===== src/rtl/uart_pkg.sv =====
// Shared types and constants for the UART receive path.
// Latency: n/a (declarations only).
// Backpressure: n/a.
package uart_pkg;

  localparam int DEF_DATA_WIDTH = 8;
  localparam int DEF_OVERSAMPLE = 16;

  typedef enum logic [2:0] {
    IDLE,
    START_BIT,
    DATA_BITS,
    PARITY_BIT,
    STOP_BIT
  } rx_state_t;

  // Even parity of a data word; callers zero-extend narrower words, which
  // leaves the XOR unchanged.
  function automatic logic even_parity(input logic [31:0] d);
    return ^d;
  endfunction

endpackage


===== src/rtl/sync_2ff.sv =====
// Two-flop synchronizer bringing an asynchronous level into the clk domain.
// Latency: 2 clk cycles from input change to q.
// Backpressure: none; free-running every clk.
module sync_2ff #(
  parameter logic RESET_VAL = 1'b1
) (
  input  logic clk,
  input  logic rst_n,
  input  logic d,
  output logic q
);

  logic meta;

  // Shift the raw level through two flops; both reset to the line's idle value.
  always_ff @(posedge clk or negedge rst_n) begin
    if (!rst_n) begin
      meta <= RESET_VAL;
      q    <= RESET_VAL;
    end else begin
      meta <= d;
      q    <= meta;
    end
  end

endmodule


===== src/rtl/uart_rx.sv =====
// Oversampling UART receiver: start, DATA_WIDTH bits LSB first, even parity, one stop.
// Latency: data_valid pulses ~mid stop bit (+2 clk synchronizer delay).
// Backpressure: none; data_out is simply overwritten by the next completed frame.
module uart_rx
  import uart_pkg::*;
#(
  parameter int DATA_WIDTH = DEF_DATA_WIDTH,
  parameter int OVERSAMPLE = DEF_OVERSAMPLE
) (
  input  logic                  clk,
  input  logic                  rst_n,
  input  logic                  sample_tick,
  input  logic                  rx_serial,
  output logic [DATA_WIDTH-1:0] data_out,
  output logic                  data_valid,
  output logic                  parity_error,
  output logic                  frame_error,
  output logic                  busy
);

  localparam int OS_W = $clog2(OVERSAMPLE);
  localparam int BC_W = $clog2(DATA_WIDTH + 1);

  localparam logic [OS_W-1:0] OS_LAST = OS_W'(OVERSAMPLE - 1);
  localparam logic [OS_W-1:0] OS_MID  = OS_W'(OVERSAMPLE / 2 - 1);
  localparam logic [OS_W-1:0] OS_ONE  = OS_W'(1);
  localparam logic [BC_W-1:0] BC_LAST = BC_W'(DATA_WIDTH - 1);
  localparam logic [BC_W-1:0] BC_ONE  = BC_W'(1);

  rx_state_t             state_q, state_d;
  logic [OS_W-1:0]       os_cnt_q, os_cnt_d;
  logic [BC_W-1:0]       bit_cnt_q, bit_cnt_d;
  logic [DATA_WIDTH-1:0] shift_q, shift_d;
  logic                  par_q, par_d;
  logic                  rx_sync;
  logic                  rx_prev;
  logic                  frame_done;

  sync_2ff #(
    .RESET_VAL(1'b1)
  ) u_sync (
    .clk  (clk),
    .rst_n(rst_n),
    .d    (rx_serial),
    .q    (rx_sync)
  );

  // Previous tick's line sample; tracked in every state so a line that
  // stays low after a frame never looks like a fresh falling edge.
  always_ff @(posedge clk or negedge rst_n) begin
    if (!rst_n) begin
      rx_prev <= 1'b1;
    end else if (sample_tick) begin
      rx_prev <= rx_sync;
    end
  end

  // State, counters and shift register advance only on sample ticks.
  always_ff @(posedge clk or negedge rst_n) begin
    if (!rst_n) begin
      state_q   <= IDLE;
      os_cnt_q  <= '0;
      bit_cnt_q <= '0;
      shift_q   <= '0;
      par_q     <= 1'b0;
    end else begin
      state_q   <= state_d;
      os_cnt_q  <= os_cnt_d;
      bit_cnt_q <= bit_cnt_d;
      shift_q   <= shift_d;
      par_q     <= par_d;
    end
  end

  // Next-state logic: mid-bit check of the start bit, then full-bit sampling.
  always_comb begin
    state_d    = state_q;
    os_cnt_d   = os_cnt_q;
    bit_cnt_d  = bit_cnt_q;
    shift_d    = shift_q;
    par_d      = par_q;
    frame_done = 1'b0;
    if (sample_tick) begin
      case (state_q)
        IDLE: begin
          if (rx_prev && !rx_sync) begin
            state_d  = START_BIT;
            os_cnt_d = '0;
          end
        end
        START_BIT: begin
          if (os_cnt_q == OS_MID) begin
            if (rx_sync) begin
              // Line went back high before mid-bit: treat as a glitch.
              state_d = IDLE;
            end else begin
              state_d   = DATA_BITS;
              os_cnt_d  = '0;
              bit_cnt_d = '0;
            end
          end else begin
            os_cnt_d = os_cnt_q + OS_ONE;
          end
        end
        DATA_BITS: begin
          if (os_cnt_q == OS_LAST) begin
            shift_d   = {rx_sync, shift_q[DATA_WIDTH-1:1]};
            bit_cnt_d = bit_cnt_q + BC_ONE;
            os_cnt_d  = '0;
            if (bit_cnt_q == BC_LAST) begin
              state_d = PARITY_BIT;
            end
          end else begin
            os_cnt_d = os_cnt_q + OS_ONE;
          end
        end
        PARITY_BIT: begin
          if (os_cnt_q == OS_LAST) begin
            par_d    = rx_sync;
            os_cnt_d = '0;
            state_d  = STOP_BIT;
          end else begin
            os_cnt_d = os_cnt_q + OS_ONE;
          end
        end
        STOP_BIT: begin
          if (os_cnt_q == OS_LAST) begin
            frame_done = 1'b1;
            os_cnt_d   = '0;
            state_d    = IDLE;
          end else begin
            os_cnt_d = os_cnt_q + OS_ONE;
          end
        end
        default: state_d = IDLE;
      endcase
    end
  end

  // Result registers: loaded together at stop-bit sampling; data_valid is
  // a single-clk pulse regardless of tick spacing.
  always_ff @(posedge clk or negedge rst_n) begin
    if (!rst_n) begin
      data_out     <= '0;
      data_valid   <= 1'b0;
      parity_error <= 1'b0;
      frame_error  <= 1'b0;
    end else begin
      data_valid <= frame_done;
      if (frame_done) begin
        data_out     <= shift_q;
        parity_error <= even_parity(32'(shift_q)) ^ par_q;
        frame_error  <= ~rx_sync;
      end
    end
  end

  assign busy = (state_q != IDLE);

endmodule


===== config.mk =====
export PLATFORM = sky130hd
export DESIGN_NAME = uart_rx
export DESIGN_NICKNAME = d
export VERILOG_FILES = /design/src/rtl/uart_pkg.sv /design/src/rtl/sync_2ff.sv /design/src/rtl/uart_rx.sv
export SDC_FILE = /design/constraint.sdc
export NUM_CORES = 1
export LEC_CHECK = 0
export ABC_CLOCK_PERIOD_IN_PS = 3100
export CORE_MARGIN = 2
export CORE_UTILIZATION = 37
export DETAILED_ROUTE_END_ITERATION = 12
export GPL_TIMING_DRIVEN = 0
export PLACE_DENSITY = 0.62
export SLEW_MARGIN = 20
export SYNTH_ARGS = -nofsm -noshare
export SYNTH_HDL_FRONTEND = slang
export SYNTH_SLANG_ARGS = --single-unit

===== constraint.sdc =====
create_clock -name clk -period 3.1 [get_ports clk]
set_input_delay 0.93 -clock clk [delete_from_list [all_inputs] [get_ports clk]]
set_output_delay 0.93 -clock clk [all_outputs]
set_load 0.02 [all_outputs]

==> report_table.html <==
<table>
<tr><th>Metric</th><th>Value</th></tr>
<tr><th colspan="2">Status</th></tr>
<tr><td>Status</td><td>completed</td></tr>
<tr><th colspan="2">Logic synthesis</th></tr>
<tr><td>Area contributors post-synth</td><td>sky130_fd_sc_hd__dfrtp_1, sky130_fd_sc_hd__mux2_2, sky130_fd_sc_hd__nand2_1, sky130_fd_sc_hd__dfstp_2, sky130_fd_sc_hd__xnor2_1</td></tr>
<tr><td>Area share of the leading cell type in the synthesized netlist</td><td>46.48%</td></tr>
<tr><td>Post-synth top area cell</td><td>sky130_fd_sc_hd__dfrtp_1</td></tr>
<tr><td>Most frequently used flop master after synthesis</td><td>sky130_fd_sc_hd__dfrtp_1</td></tr>
<tr><td>Share of synthesized flip-flops with an asynchronous set or reset</td><td>100.0%</td></tr>
<tr><td>Number of synthesized flops with an enable pin</td><td>0</td></tr>
<tr><td>Nets in the synthesized netlist</td><td>~150</td></tr>
<tr><td>Mapped Avg Cell Area</td><td>11.51 sq um</td></tr>
<tr><td>Gate Count Post-Synth</td><td>about 150</td></tr>
<tr><td>Number of flip-flops and latches in the synthesized netlist</td><td>34</td></tr>
<tr><td>Share of synthesized area occupied by flip-flops and latches</td><td>approximately half</td></tr>
<tr><td>Synth cell count leaders</td><td>sky130_fd_sc_hd__dfrtp_1, sky130_fd_sc_hd__nand2_1, sky130_fd_sc_hd__mux2_2, sky130_fd_sc_hd__nor2_1, sky130_fd_sc_hd__xnor2_1</td></tr>
<tr><td>Post-synth cell types</td><td>47</td></tr>
<tr><td>Cell with the most instances after synthesis</td><td>sky130_fd_sc_hd__dfrtp_1</td></tr>
<tr><td>Count of warnings emitted by yosys</td><td>0</td></tr>
<tr><td>Syn Std Cell Area</td><td>approximately 1700 sq um</td></tr>
<tr><th colspan="2">STA</th></tr>
<tr><td>Final Setup Violations</td><td>0</td></tr>
<tr><td>Transition time of the tightest slew-check pin</td><td>0.4620 ns</td></tr>
<tr><td>Shortest clock period the worst path allows after layout</td><td>around 2.8 ns</td></tr>
<tr><td>Skew final</td><td>approximately 0.0062 ns</td></tr>
<tr><td>RSZ-0062 raised after global routing</td><td>no</td></tr>
<tr><td>Slew headroom</td><td>slightly below 70%</td></tr>
<tr><td>F_max</td><td>around 350 MHz</td></tr>
<tr><td>Hold violation total from the final report</td><td>0</td></tr>
<tr><td>Aggregate negative setup slack</td><td>0 ns</td></tr>
<tr><td>Period Utilization, post-route</td><td>90.96%</td></tr>
<tr><td>Final count of pins violating max slew</td><td>0</td></tr>
<tr><th colspan="2">Routing</th></tr>
<tr><td>Total detailed-routing wirelength</td><td>around 3.2 mm</td></tr>
<tr><td>Via count</td><td>about 1200</td></tr>
<tr><td>DRT antenna net count</td><td>0</td></tr>
<tr><td>1st-iter DRT viols</td><td>64</td></tr>
<tr><td>Routed length per instance</td><td>around 14 microns</td></tr>
<tr><td>Number of iterations in the first detailed-routing pass</td><td>4</td></tr>
<tr><td>Routed via count divided by cell count</td><td>approximately 5.2</td></tr>
<tr><td>Remaining design rule violation count</td><td>0</td></tr>
<tr><th colspan="2">CTS</th></tr>
<tr><td>CTS root buf</td><td>sky130_fd_sc_hd__clkbuf_8</td></tr>
<tr><td>Max H-tree Level</td><td>2</td></tr>
<tr><td>Number of buffers added by the clock tree synthesis step</td><td>5</td></tr>
<tr><td>Maximum number of buffers from clock root to sink</td><td>2</td></tr>
<tr><td>Clock latency at the later pin of the worst-skew pair</td><td>a little under 0.3 ns</td></tr>
<tr><td>Number of gates resized after CTS</td><td>0</td></tr>
<tr><td>Clock transition at the registers of the reported paths</td><td>about 0.070 ns</td></tr>
<tr><td>Number of buffers inserted by post-CTS setup repair</td><td>0</td></tr>
<tr><td>Count of hold-fix buffers inserted at cts</td><td>0</td></tr>
<tr><td>Clock Sinks</td><td>34</td></tr>
<tr><td>TritonCTS clock tree</td><td>built</td></tr>
<tr><th colspan="2">Power and ir drop</th></tr>
<tr><td>Power Density</td><td>slightly above 500 nW/um^2</td></tr>
<tr><td>Leakage power total</td><td>about 0.99 nW</td></tr>
<tr><td>Largest vdd supply drop</td><td>between 200 and 300 uV</td></tr>
<tr><th colspan="2">Global route</th></tr>
<tr><td>Overall Global Routing Usage</td><td>roughly 14%</td></tr>
<tr><td>Total gr overflow</td><td>0</td></tr>
<tr><td>Initial antenna violation count</td><td>0</td></tr>
<tr><td>Number of global-route vias before repair</td><td>1196</td></tr>
<tr><td>First-pass GRT wire length</td><td>approximately 5.4 mm</td></tr>
<tr><td>Pin count of the biggest net entering global routing</td><td>33</td></tr>
<tr><th colspan="2">Die</th></tr>
<tr><td>IO Count</td><td>16</td></tr>
<tr><td>Core Area</td><td>about 4400 sq um</td></tr>
<tr><td>Horizontal die dimension</td><td>between 70 and 80 microns</td></tr>
<tr><td>Std-Cell Rows</td><td>24</td></tr>
<tr><td>DIE AREA</td><td>5064 sq um</td></tr>
<tr><td>Chip height</td><td>between 70 and 80 microns</td></tr>
<tr><td>Starting utilization of the core area</td><td>between 30% and 40%</td></tr>
<tr><th colspan="2">Setup path</th></tr>
<tr><td>Data required time of the worst path</td><td>2.17 ns</td></tr>
<tr><td>Signal arrival time at the worst endpoint</td><td>around 1.9 ns</td></tr>
<tr><td>Startpoint type of the worst setup path</td><td>flip-flop</td></tr>
<tr><td>Worst setup path category</td><td>reg2out</td></tr>
<tr><td>List of cells traversed by the critical path</td><td>buf_4, or3_4, clkdlybuf4s50_1</td></tr>
<tr><td>Crit-path max FO</td><td>10</td></tr>
<tr><td>Gate family responsible for the most delay along the worst path</td><td>buffers and inverters</td></tr>
<tr><td>Kind of end point of the critical path</td><td>primary output</td></tr>
<tr><td>Slowest CP cell</td><td>sky130_fd_sc_hd__clkdlybuf4s50_1</td></tr>
<tr><td>Buffers &amp; Inverters on Critical Path</td><td>2</td></tr>
<tr><td>Delay of the slowest cell on the worst path</td><td>roughly 0.54 ns</td></tr>
<tr><th colspan="2">Cells and area</th></tr>
<tr><td>Final Cell Area</td><td>1984 sq um</td></tr>
<tr><td>Total Nets Final</td><td>between 150 and 200</td></tr>
<tr><td>Proportion of layout cells with a drive suffix above 1</td><td>roughly a quarter</td></tr>
<tr><td>Number of diodes</td><td>0</td></tr>
<tr><td>Fill cells</td><td>a little over 400</td></tr>
<tr><td>Area growth from synthesis to final layout</td><td>18.89%</td></tr>
<tr><th colspan="2">Placed design</th></tr>
<tr><td>HPWL reported at the end of detailed placement</td><td>roughly 2.2 mm</td></tr>
<tr><td>I/O Buffers</td><td>14</td></tr>
<tr><td>Cell area after placement</td><td>roughly 1900 sq um</td></tr>
<tr><td>Routability congestion estimate</td><td>~0.7</td></tr>
<tr><th colspan="2">Worst hold path</th></tr>
<tr><td>Hold Crit Class</td><td>reg2reg</td></tr>
<tr><th colspan="2">Job</th></tr>
<tr><td>Number of maximum-capacitance constraint violations</td><td>0</td></tr>
</table>
==> path summary, 6_finish.rpt <==
kind / from / endpoint / slack, ns / depth (start not counted)
setup / recovery: state_q[0]$_DFFE_PN0P_ / busy / 0.28 / 3
hold / removal: u_sync.meta$_DFF_PN1_ / u_sync.q$_DFF_PN1_ / 0.36 / 0
setup reg to reg: os_cnt_q[0]$_DFFE_PN0P_ / state_q[0]$_DFFE_PN0P_ / 1.25 / 5
hold reg to reg: u_sync.meta$_DFF_PN1_ / u_sync.q$_DFF_PN1_ / 0.36 / 0
max in group asynchronous: rst_n / u_sync.q$_DFF_PN1_ / 2.24 / 2
min in group asynchronous: rst_n / state_q[0]$_DFFE_PN0P_ / 0.43 / 1
==> power by group <==
part           total (mW)  switching [mW]  internal (mW)  leakage [nW]
sequential          0.492          0.0271          0.465         0.463
combinational       0.196          0.0975         0.0982         0.480
clock               0.343           0.164          0.178        0.0472
==> sequential cells by signal, indices dropped and copies added, names as in the netlist <==
signal        cells
bit_cnt_q         4
data_out          8
data_valid        1
frame_error       1
os_cnt_q          4
par_q             1
parity_error      1
rx_prev           1
shift_q           8
state_q           3
u_sync.meta       1
u_sync.q          1
==> layout by cell type (no fill, tap or decap), types with 2 or more instances in the layout <==
| master | count |
|---|---|
| sky130_fd_sc_hd__dfrtp_1 | 31 |
| sky130_fd_sc_hd__nand2_1 | 29 |
| sky130_fd_sc_hd__clkdlybuf4s50_1 | 13 |
| sky130_fd_sc_hd__mux2_2 | 12 |
| sky130_fd_sc_hd__clkbuf_8 | 6 |
| sky130_fd_sc_hd__nor2_1 | 5 |
| sky130_fd_sc_hd__xnor2_1 | 5 |
| sky130_fd_sc_hd__o21ai_0 | 4 |
| sky130_fd_sc_hd__o21ai_1 | 3 |
| sky130_fd_sc_hd__a21oi_1 | 3 |
| sky130_fd_sc_hd__nand3_1 | 3 |
| sky130_fd_sc_hd__dfstp_2 | 3 |
| sky130_fd_sc_hd__buf_4 | 2 |
| sky130_fd_sc_hd__buf_2 | 2 |
| sky130_fd_sc_hd__and3_1 | 2 |
| sky130_fd_sc_hd__nand4_1 | 2 |
| sky130_fd_sc_hd__nor3b_2 | 2 |
| sky130_fd_sc_hd__and3b_1 | 2 |
| sky130_fd_sc_hd__and4b_1 | 2 |
| sky130_fd_sc_hd__o31ai_1 | 2 |
| sky130_fd_sc_hd__nand2b_1 | 2 |
| sky130_fd_sc_hd__mux2_1 | 2 |
| sky130_fd_sc_hd__ha_1 | 2 |
==> cell type report <==
| type | count | area (sq um) | share of cell area [%] |
|---|---|---|---|
| clock buffer | 6 | 82.58 | 4.161 |
| sequential | 34 | 854.6 | 43.06 |
| clock inverter | 2 | 12.51 | 0.6305 |
| inverter | 1 | 3.754 | 0.1892 |
| buffer | 6 | 40.04 | 2.018 |
| multi-input combinational | 104 | 770.7 | 38.84 |
| timing repair buffer | 15 | 155.1 | 7.818 |
| tap | 52 | 65.06 | 3.279 |
==> layer usage <==
layer	GRT usage [%]	share of wire [%]
met5	0	0
met3	3.704	3.1
met4	7.547	1.7
met2	22.53	47
met1	16.70	48
==> per-stage QoR <==
| stage | setup WS [ns] | util [%] | hold slack [ns] | power, mW | std cells |
|---|---|---|---|---|---|
| floorplan | 1.159 | - | 0.3452 | 0.6406 | 145 |
| global placement | 0.4318 | 43.05 | 0.3471 | 0.6872 | 211 |
| detailed placement | 0.6101 | 43.39 | 0.3515 | 0.6962 | 212 |
| CTS | 0.2865 | 45.57 | 0.3625 | 1.042 | 220 |
| global route | 0.2437 | 45.57 | 0.3631 | 1.083 | 220 |
| finish | 0.2802 | 45.57 | 0.3605 | 1.031 | 220 |
==> logic make-up (layout without fill, tap and decap cells) <==
logic type / after synthesis / count (layout) / synth area share (%)
mux: 14 / 14 / 9.445
buf+inv: 7 / 30 / 2.622
flops: 34 / 34 / 51.20
compound gates: 22 / 22 / 10.87
fa+ha+maj: 2 / 2 / 1.499
xor+xnor: 7 / 7 / 4.498
simple gates: 59 / 59 / 19.87
(Power assumes the default switching activity.)
